<file path="src/rtl/axi_cdc_chan_dst.sv">
// Destination half of a gray-pointer CDC FIFO channel.
// Syncs the write pointer, pops into a registered valid/ready output.
module axi_cdc_chan_dst #(
    parameter type T          = logic,
    parameter int  LogDepth   = 1,
    parameter int  SyncStages = 2
) (
    input  logic                   dst_clk_i,
    input  logic                   dst_rst_ni,
    output T                       dst_data_o,
    output logic                   dst_valid_o,
    input  logic                   dst_ready_i,
    output logic [LogDepth:0]      dst_occupancy_o,
    input  T [2**LogDepth-1:0]     async_data_i,
    input  logic [LogDepth:0]      async_wptr_i,
    output logic [LogDepth:0]      async_rptr_o
);

    localparam int Depth = 2**LogDepth;

    typedef logic [LogDepth:0] ptr_t;

    function automatic ptr_t bin2gray(input ptr_t b);
        return b ^ (b >> 1);
    endfunction

    function automatic ptr_t gray2bin(input ptr_t g);
        ptr_t b;
        b[LogDepth] = g[LogDepth];
        for (int i = LogDepth - 1; i >= 0; i--) begin
            b[i] = b[i+1] ^ g[i];
        end
        return b;
    endfunction

    ptr_t r_wsync [SyncStages];
    ptr_t r_rptr_bin;
    ptr_t r_rptr_gray;
    T     r_data;
    logic r_valid;

    ptr_t w_wptr_gray_s;
    ptr_t w_rptr_bin_nxt;
    logic w_empty;
    logic w_pop;

    assign w_wptr_gray_s  = r_wsync[SyncStages-1];
    assign w_rptr_bin_nxt = r_rptr_bin + ptr_t'(1);
    assign w_empty        = (w_wptr_gray_s == r_rptr_gray);
    assign w_pop          = !w_empty && (!r_valid || dst_ready_i);

    assign dst_data_o      = r_data;
    assign dst_valid_o     = r_valid;
    assign async_rptr_o    = r_rptr_gray;
    assign dst_occupancy_o = gray2bin(w_wptr_gray_s) - r_rptr_bin;

    // Shift the raw gray write pointer through the synchronizer chain
    always_ff @(posedge dst_clk_i or negedge dst_rst_ni) begin
        if (!dst_rst_ni) begin
            for (int i = 0; i < SyncStages; i++) begin
                r_wsync[i] <= '0;
            end
        end else begin
            r_wsync[0] <= async_wptr_i;
            for (int i = 1; i < SyncStages; i++) begin
                r_wsync[i] <= r_wsync[i-1];
            end
        end
    end

    // Pop into the output register, advance the read pointer pair
    always_ff @(posedge dst_clk_i or negedge dst_rst_ni) begin
        if (!dst_rst_ni) begin
            r_rptr_bin  <= '0;
            r_rptr_gray <= '0;
            r_data      <= '0;
            r_valid     <= 1'b0;
        end else if (w_pop) begin
            r_data      <= async_data_i[r_rptr_bin[LogDepth-1:0]];
            r_valid     <= 1'b1;
            r_rptr_bin  <= w_rptr_bin_nxt;
            r_rptr_gray <= bin2gray(w_rptr_bin_nxt);
        end else if (r_valid && dst_ready_i) begin
            r_valid     <= 1'b0;
        end
    end

`ifndef SYNTHESIS
    a_params : assert property (@(posedge dst_clk_i)
        LogDepth >= 1 && SyncStages >= 2);

    a_occ : assert property (@(posedge dst_clk_i)
        disable iff (!dst_rst_ni)
        dst_occupancy_o <= ptr_t'(Depth));

    a_hold : assert property (@(posedge dst_clk_i)
        disable iff (!dst_rst_ni)
        dst_valid_o && !dst_ready_i
        |=> dst_valid_o && $stable(dst_data_o));

    a_gray : assert property (@(posedge dst_clk_i)
        disable iff (!dst_rst_ni)
        async_rptr_o != $past(async_rptr_o)
        |-> $onehot(async_rptr_o ^ $past(async_rptr_o)));
`endif

endmodule

</file>
<file path="config.mk">
export PLATFORM = sky130hd
export DESIGN_NAME = axi_cdc_chan_dst
export DESIGN_NICKNAME = d
export VERILOG_FILES = /design/src/rtl/axi_cdc_chan_dst.sv
export SDC_FILE = /design/constraint.sdc
export NUM_CORES = 1
export LEC_CHECK = 0
export ABC_AREA = 1
export CORE_AREA = 2 2 39 41
export CTS_CLUSTER_DIAMETER = 80
export DETAILED_ROUTE_END_ITERATION = 10
export DIE_AREA = 0 0 41 43
export SYNTH_ARGS = -nofsm -noshare
export SYNTH_HDL_FRONTEND = slang
export SYNTH_SLANG_ARGS = --single-unit
</file>
<file path="constraint.sdc">
create_clock -name dst_clk_i -period 4 [get_ports dst_clk_i]
set_clock_uncertainty 0.2 [all_clocks]
set_input_delay 1.2 -clock dst_clk_i [delete_from_list [all_inputs] [get_ports dst_clk_i]]
set_output_delay 1.2 -clock dst_clk_i [all_outputs]
set_load 0.01 [all_outputs]
</file>
==> flow_metrics.env, run 1 <==
export IMPL_synth_top_area_share_pct=53.1
export IMPL_ctsRootBufferMaster="clkbuf_4"
export IMPL_p_leak_nw=0.301
export IMPL_synth_simple_gate_area_share_pct=30.7
export IMPL_hold_path_class="flop to flop"
export IMPL_finalSetupViolCount=0
export IMPL_via_per_inst=4.19
export IMPL_worstRegToRegCells=7
export IMPL_critPathCaptureType="output pin"
export IMPL_vdd_ir_drop_max_uv=272
export IMPL_synth_nets=55
export IMPL_initial_core_util_pct=30.7
export IMPL_timing_setup_tns_ns=0
export IMPL_cts_buffer_depth=2
export IMPL_synth_avg_cell_area_um2=9.02
export IMPL_cts_sinks=9
export IMPL_fin_hold_ws_ns=0.148
export IMPL_h_tree_depth=1
export IMPL_synth_adder_area_share_pct=2.95
export IMPL_cts_buffers=3
export IMPL_synth_cell_type_count=10
export IMPL_postCtsSetupRepairBufs=0
export IMPL_yosysWarnings=0
export IMPL_maxSlewViolCount=0
export IMPL_power_total_mw=0.404
export IMPL_worstSetupStartpointType="flop"
export IMPL_grt_pass1_vias=324
export IMPL_routedWlPerCell_um=8.26
export IMPL_die_y_um=43
export IMPL_grt_setup_unrepaired="false"
export IMPL_synth_area_leaders="dfrtp_1 (53%), nand2_1 (15%), nand2_4 (8.0%)"
export IMPL_routed_wl_um=644
export IMPL_synth_edf_count=0
export IMPL_routed_via_count=327
export IMPL_die_area_um2=1760
export IMPL_hold_violations=0
export IMPL_crit_arrival_ns=1.66
export IMPL_io_pins=13
export IMPL_synthXorXnorAreaFrac_pct=4.13
export IMPL_switching_share_pct=36.5
export IMPL_synth_compound_area_share_pct=1.18
export IMPL_synth_top_area_cell="dfrtp_1"
export IMPL_maxSlewHeadroom_pct=74.1
export IMPL_setup_worst_path_class="flop to output pin"
export IMPL_synthTopCellsByCount="nand2_1 (17), dfrtp_1 (9), inv_1 (7), nand3_1 (4), nand2_4 (3)"
export IMPL_status="finished clean"
export IMPL_post_synth_inst_count=47
export IMPL_pwr_share_comb_pct=48.2
export IMPL_cp_required_ns=2.60
export IMPL_num_antenna_cells=0
export IMPL_worst_pin_slew_ns=0.388
export IMPL_critical_path_peak_fanout=3
export IMPL_syn_area_um2=424
export IMPL_p_int_mw=0.257
export IMPL_async_flop_share_pct=100
export IMPL_timing_fmax_mhz=326
export IMPL_seq_area_frac_synth_pct=53.1
export IMPL_cts_hold_buf=0
export IMPL_synth_most_common_cell="nand2_1"
export IMPL_grt_util_all_layers_pct=11.3
export IMPL_fin_crit_sh_pct=76.6
export IMPL_cap_violations=0
export IMPL_cts_resized=0
export IMPL_whs_path_depth=0
export IMPL_antenna_found_initial=0
export IMPL_pwr_share_clk_pct=16.5
export IMPL_area_delta_synth_final_pct=37.5
export IMPL_ant_nets=0
export IMPL_portBuffers=12
export IMPL_globalplace_congestion=0.716
export IMPL_seq_power_share_pct=35.3
export IMPL_power_density_nw_per_um2=694
export IMPL_clkLatencyLatePin_ns=0.25
export IMPL_hpwl_um=531
export IMPL_row_count=14
export IMPL_synth_top_family_by_area="simple AND/OR/NAND/NOR gates"
export IMPL_drt_iter0_markers=3
export IMPL_grt_pass1_wl_um=1270
export IMPL_die_w_um=41
export IMPL_core_um2=1380
export IMPL_synthMuxAreaShare_pct=0
export IMPL_ys_ff_latch=9
export IMPL_drtPass1Iterations=2
export IMPL_nets=71
export IMPL_final_cells=78
export IMPL_period_minus_slack_ns=3.06
export IMPL_ys_flop_type="dfrtp_1"
export IMPL_p_sw_mw=0.148
export IMPL_drcViolationCount=0
export IMPL_drive_gt1_share_pct=12.9
export IMPL_grt_max_degree=10
export IMPL_gr_total_overflow=0
export IMPL_clk_pin_slew_worst_paths_ns=0.05
export IMPL_dp_cells=74
export IMPL_cts_tree="built"
flip-flops by register name, summed over array words and instances (netlist names):
| register | cells |
|---|---|
| r_rptr_bin | 2 |
| async_rptr_o | 1 |
| dst_data_o | 1 |
| r_wsync | 2 |
| w_wptr_gray_s | 2 |
| dst_valid_o | 1 |
cell usage in the layout (no fill, tap or decap):
master	Yosys	layout
inv_1	7	7
clkbuf_1	0	1
a21oi_1	1	1
nand3_1	4	4
clkdlybuf4s50_1	0	12
ha_1	1	1
nand2_2	2	2
xnor2_1	2	2
nand2_4	3	3
nand2_1	17	17
dfrtp_1	9	9
clkbuf_4	0	3
per-stage QoR:
step	area [um2]	setup WS [ns]	util [%]
after global placement	557	1.22	40.2
after detailed placement	557	1.19	40.2
after floorplan	424	1.66	-
final	583	0.936	42.1
after global routing	583	0.810	42.1
after CTS	583	0.914	42.1
worst max-delay path, cell delays in order, from the launching register on:
cell and delay, ns:
dfrtp_1 0.40, xnor2_1 0.13, ha_1 0.19, xnor2_1 0.15, clkdlybuf4s50_1 0.55
power by group through the flow:
stage / clock network (mW) / logic, mW / registers, mW
floorplan: 0 / 0.113 / 0.147
global placement: 0 / 0.195 / 0.145
detailed placement: 0 / 0.198 / 0.145
CTS: 0.0710 / 0.199 / 0.143
global route: 0.0763 / 0.221 / 0.149
finish: 0.0666 / 0.195 / 0.143
worst paths after layout:
check	from	to	slack, ns
max	w_wptr_gray_s[1]	dst_occupancy_o[1]	0.94
max in group asynchronous	dst_rst_ni	r_wsync[2]	2.29
min in group asynchronous	dst_rst_ni	dst_data_o	1.03
max reg2reg	r_rptr_bin[1]	async_rptr_o[0]	2.81
min	r_wsync[3]	w_wptr_gray_s[1]	0.15
min reg2reg	r_wsync[3]	w_wptr_gray_s[1]	0.15
logic make-up after synthesis:
family                   count (synthesis)
flip-flops                               9
AO/OA/AOI/OAI                            1
buffers and inverters                    8
adder cells (fa/ha/maj)                  1
AND/OR/NAND/NOR                         26
XOR/XNOR                                 2
routing by layer:
| metal | GRT usage, % | share of wire, % | up-vias |
|---|---|---|---|
| met5 | 0 | 0 | - |
| met4 | 12.0 | 2.6 | 0 |
| met3 | 1.57 | 3.9 | 2 |
| met2 | 15.9 | 50 | 10 |
| met1 | 13.3 | 43 | 142 |
| li1 | - | - | 173 |
area by class of cell:
| class | instances | area [um2] |
|---|---|---|
| fillers | 148 | 801 |
| flip-flops and latches | 9 | 225 |
| multi-input cells | 30 | 165 |
| repair buffers | 12 | 120 |
| clock buffers | 4 | 26.3 |
| inverters | 7 | 26.3 |
| well taps | 16 | 20.0 |
Power figures use the tool's default switching activity.
==> run 2, diff against run 1 <==
==> constraint.sdc (replaced) <==
create_clock -name dst_clk_i -period 3.2 [get_ports dst_clk_i]
set_clock_uncertainty 0.2 [all_clocks]
set_input_delay 0.96 -clock dst_clk_i [delete_from_list [all_inputs] [get_ports dst_clk_i]]
set_output_delay 0.96 -clock dst_clk_i [all_outputs]
set_load 0.01 [all_outputs]
==> run 2 against run 1 <==
  * Global-route usage fell by 0.84 points
  * Utilization did not move
  * Die area unchanged
  * First-iteration DRC count shrank 67%
==> flow_metrics.env, run 2 (same netlist as run 1, synthesis figures left out) <==
export IMPL_drcViolationCount=0
export IMPL_post_place_ws_ns=0.631
export IMPL_die_y_um=43
export IMPL_hold_end="w_wptr_gray_s[1]"
export IMPL_num_antenna_cells=0
export IMPL_setup_ws_ns=0.365
export IMPL_cts_buffers=3
export IMPL_power_density_nw_per_um2=870
export IMPL_grt_util_all_layers_pct=10.5
export IMPL_h_tree_depth=1
export IMPL_crit_arrival_ns=1.68
export IMPL_cts_sinks=9
export IMPL_drt_iter0_markers=1
export IMPL_r2r_end="async_rptr_o[0]"
export IMPL_setup_worst_path_class="flop to output pin"
export IMPL_via_per_inst=4.13
export IMPL_io_pins=13
export IMPL_grt_pass1_wl_um=1190
export IMPL_worst_r2r_startpoint="r_rptr_bin[1]"
export IMPL_layout_common_cells="nand2_1 (17), clkdlybuf4s50_1 (12), dfrtp_1 (9)"
export IMPL_fin_util_pct=42.1
export IMPL_antenna_found_initial=0
export IMPL_worstSetupStartpointType="flop"
export IMPL_hold_violations=0
export IMPL_routedWlPerCell_um=8.41
export IMPL_timing_setup_tns_ns=0
export IMPL_vdd_ir_drop_max_uv=314
export IMPL_routed_wl_um=656
export IMPL_hp_start="r_wsync[3]"
export IMPL_fin_hold_ws_ns=0.135
export IMPL_grt_setup_unrepaired="false"
export IMPL_worstRegToRegCells=7
export IMPL_portBuffers=12
export IMPL_clkLatencyLatePin_ns=0.26
export IMPL_routed_via_count=322
export IMPL_hold_path_class="flop to flop"
export IMPL_worst_pin_slew_ns=0.406
export IMPL_r2r_setup_slack_ns=1.97
export IMPL_multiInputGateArea_um2=165
export IMPL_ctsRootBufferMaster="clkbuf_4"
export IMPL_cts_resized=0
export IMPL_p_leak_nw=0.301
export IMPL_maxSlewHeadroom_pct=72.8
export IMPL_grt_max_degree=10
export IMPL_cp_required_ns=2.04
export IMPL_hpwl_um=537
export IMPL_area_delta_synth_final_pct=37.5
export IMPL_drtPass1Iterations=4
export IMPL_final_common_cell="nand2_1"
export IMPL_cts_hold_buf=0
export IMPL_status="finished clean"
export IMPL_initial_core_util_pct=30.7
export IMPL_postCtsSetupRepairBufs=0
export IMPL_seq_area_um2=225
export IMPL_drive_gt1_share_pct=12.9
export IMPL_critPathCaptureType="output pin"
export IMPL_finalSetupViolCount=0
export IMPL_ant_nets=0
export IMPL_grt_pass1_vias=300
export IMPL_period_minus_slack_ns=2.84
export IMPL_cts_tree="built"
export IMPL_timing_fmax_mhz=353
export IMPL_cap_violations=0
export IMPL_gr_total_overflow=0
export IMPL_maxSlewViolCount=0
export IMPL_nets=71
export IMPL_row_count=14
export IMPL_critical_path_peak_fanout=3
export IMPL_die_w_um=41
export IMPL_whs_path_depth=0
export IMPL_clk_pin_slew_worst_paths_ns=0.06
export IMPL_n_fill_cell=154
export IMPL_cts_buffer_depth=2
export IMPL_die_area_um2=1760
export IMPL_globalplace_congestion=0.716
export IMPL_core_um2=1380
export IMPL_fin_crit_sh_pct=88.6
==> run 2: cell type report <==
type,instances,share of cell area (%)
Inverter,7,4.51
Sequential cell,9,38.6
Tap cell,16,3.43
Multi-Input combinational cell,30,28.3
Timing Repair Buffer,12,20.6
Clock buffer,4,4.51
==> run 2: routing by layer <==
| layer | track usage [%] | routed length [um] | part of all wire, % |
|---|---|---|---|
| met1 | 14.5 | 318 | 48 |
| met2 | 13.1 | 303 | 46 |
| met4 | 8.00 | 0 | 0 |
| met3 | 3.14 | 33 | 5.0 |
| met5 | 0 | 0 | 0 |
==> run 2: per-stage QoR <==
| step | total power, mW | cell area [um2] | cells |
|---|---|---|---|
| finish | 0.507 | 583 | 78 |
| global route | 0.556 | 583 | 78 |
| CTS | 0.516 | 583 | 78 |
| detailed placement | 0.428 | 557 | 74 |
| global placement | 0.426 | 557 | 74 |
| floorplan | 0.324 | 424 | 47 |
==> run 2: how the worst max path moves through the flow <==
stage                           from                  to  slack [ns]
floorplan           w_wptr_gray_s[1]  dst_occupancy_o[1]        1.10
global placement    w_wptr_gray_s[0]  dst_occupancy_o[1]        0.66
detailed placement  w_wptr_gray_s[1]  dst_occupancy_o[1]        0.63
CTS                 w_wptr_gray_s[1]  dst_occupancy_o[1]        0.35
global route        w_wptr_gray_s[1]  dst_occupancy_o[1]        0.26
finish              w_wptr_gray_s[1]  dst_occupancy_o[1]        0.36
==> run 2: power by group <==
| group | internal (mW) | switching (mW) | total [mW] |
|---|---|---|---|
| registers | 0.147 | 0.0316 | 0.179 |
| logic | 0.126 | 0.118 | 0.243 |
| clock network | 0.0478 | 0.0372 | 0.0851 |
==> run 2: critical path: stages (launching register included) <==
cell and delay (ns):
dfrtp_1 0.40, xnor2_1 0.13, ha_1 0.18, xnor2_1 0.15
clkdlybuf4s50_1 0.55
==> run 3, diff against run 2 <==
==> constraint.sdc (replaced) <==
create_clock -name dst_clk_i -period 3.62 [get_ports dst_clk_i]
set_clock_uncertainty 0.2 [all_clocks]
set_input_delay 1.086 -clock dst_clk_i [delete_from_list [all_inputs] [get_ports dst_clk_i]]
set_output_delay 1.086 -clock dst_clk_i [all_outputs]
set_load 0.01 [all_outputs]
==> run 3 against run 2 <==
  * Combinational power decreased by 12%
  * Worst setup slack improved by 0.31 ns
  * Register-to-register slack improved by 0.44 ns
  * First-iteration DRC count increased by 100%
  * Non-clock buffer count unchanged
  * Largest cell class unchanged
  * Critical path type unchanged
  * Count of clock-buffer cells in the layout unchanged
  * Wire length decreased by 1.5%
==> flow_metrics.env, run 3 (same netlist as run 1, synthesis figures left out) <==
export IMPL_num_antenna_cells=0
export IMPL_routedWlPerCell_um=8.28
export IMPL_critPathCaptureType="output pin"
export IMPL_timing_setup_tns_ns=0
export IMPL_cap_violations=0
export IMPL_seq_area_um2=225
export IMPL_setup_ws_ns=0.674
export IMPL_worstRegToRegCells=7
export IMPL_postCtsSetupRepairBufs=0
export IMPL_drtPass1Iterations=3
export IMPL_worstSetupStartpointType="flop"
export IMPL_use_met2_pct=13.1
export IMPL_whs_path_depth=0
export IMPL_fin_hold_ws_ns=0.148
export IMPL_hold_end="w_wptr_gray_s[0]"
export IMPL_hold_violations=0
export IMPL_r2r_end="async_rptr_o[0]"
export IMPL_area_delta_synth_final_pct=37.5
export IMPL_ant_nets=0
export IMPL_use_met3_pct=3.14
export IMPL_clk_pin_slew_worst_paths_ns=0.05
export IMPL_worst_r2r_startpoint="r_rptr_bin[1]"
export IMPL_core_um2=1380
export IMPL_period_minus_slack_ns=2.95
export IMPL_power_density_nw_per_um2=767
export IMPL_cts_resized=0
export IMPL_h_tree_depth=1
export IMPL_cts_hold_buf=0
export IMPL_cts_buffers=3
export IMPL_setup_worst_path_class="flop to output pin"
export IMPL_n_fill_cell=152
export IMPL_grt_setup_unrepaired="false"
export IMPL_ctsRootBufferMaster="clkbuf_4"
export IMPL_routed_wl_um=646
export IMPL_timing_fmax_mhz=339
export IMPL_grt_pass1_wl_um=1210
export IMPL_row_count=14
export IMPL_fin_crit_sh_pct=81.4
export IMPL_cts_sinks=9
export IMPL_power_total_mw=0.447
export IMPL_drive_gt1_share_pct=12.9
export IMPL_cp_required_ns=2.33
export IMPL_crit_arrival_ns=1.66
export IMPL_worst_pin_slew_ns=0.412
export IMPL_multiInputGateArea_um2=165
export IMPL_met1_usage_pct=15.2
export IMPL_post_place_ws_ns=0.923
export IMPL_nets=71
export IMPL_r2r_setup_slack_ns=2.41
export IMPL_die_area_um2=1760
export IMPL_maxSlewViolCount=0
export IMPL_antenna_found_initial=0
export IMPL_initial_core_util_pct=30.7
export IMPL_fin_util_pct=42.1
export IMPL_globalplace_congestion=0.716
export IMPL_grt_busiest_layer="met1"
export IMPL_p_leak_nw=0.301
export IMPL_io_pins=13
export IMPL_layout_common_cells="nand2_1 (17), clkdlybuf4s50_1 (12), dfrtp_1 (9)"
export IMPL_cts_tree="built"
export IMPL_hold_path_class="flop to flop"
export IMPL_status="finished clean"
export IMPL_die_y_um=43
export IMPL_hp_start="r_wsync[2]"
export IMPL_grt_pass1_vias=312
export IMPL_maxSlewHeadroom_pct=72.5
export IMPL_finalSetupViolCount=0
export IMPL_hpwl_um=531
export IMPL_die_w_um=41
export IMPL_routed_via_count=309
export IMPL_portBuffers=12
export IMPL_drt_iter0_markers=2
export IMPL_vdd_ir_drop_max_uv=293
export IMPL_grt_max_degree=10
export IMPL_clkLatencyLatePin_ns=0.26
export IMPL_via_per_inst=3.96
export IMPL_gr_total_overflow=0
export IMPL_grt_util_all_layers_pct=10.7
export IMPL_critical_path_peak_fanout=3
export IMPL_final_common_cell="nand2_1"
export IMPL_drcViolationCount=0
export IMPL_cts_buffer_depth=2
run 3: cell counts in the layout (fill, tap and decap cells not counted):
No cell type changed its count.
run 3: critical path, stage by stage (launching register included):
cell and delay (ns):
dfrtp_1 0.40, xnor2_1 0.13, ha_1 0.19, xnor2_1 0.15
clkdlybuf4s50_1 0.55
run 3: worst max-delay path by stage:
stage	slack [ns]	to	start
4_1_cts	0.66	dst_occupancy_o[1]	w_wptr_gray_s[1]
2_1_floorplan	1.40	dst_occupancy_o[1]	w_wptr_gray_s[1]
3_3_place_gp	0.96	dst_occupancy_o[1]	w_wptr_gray_s[0]
3_5_place_dp	0.92	dst_occupancy_o[1]	w_wptr_gray_s[1]
5_1_grt	0.55	dst_occupancy_o[1]	w_wptr_gray_s[0]
6_report	0.67	dst_occupancy_o[1]	w_wptr_gray_s[1]
run 3: final cells by class:
class,instances,area share [%]
clock buffers,4,4.51
inverters,7,4.51
multi-input cells,30,28.3
flip-flops and latches,9,38.6
well taps,16,3.43
repair buffers,12,20.6
run 3: stage by stage:
| stage | instances | area (um2) |
|---|---|---|
| after floorplan | 47 | 424 |
| after global placement | 74 | 557 |
| after detailed placement | 74 | 557 |
| after CTS | 78 | 583 |
| after global routing | 78 | 583 |
| final | 78 | 583 |
run 3: layer usage:
metal / vias to the layer above / wire length (um)
met3: 0 / 33
met2: 10 / 291
met4: 0 / 0
met1: 130 / 321
met5: - / 0
li1: 169 / -
run 3: power breakdown:
group / switching [mW] / internal, mW
sequential: 0.0271 / 0.130
combinational: 0.103 / 0.111
clock: 0.0332 / 0.0423
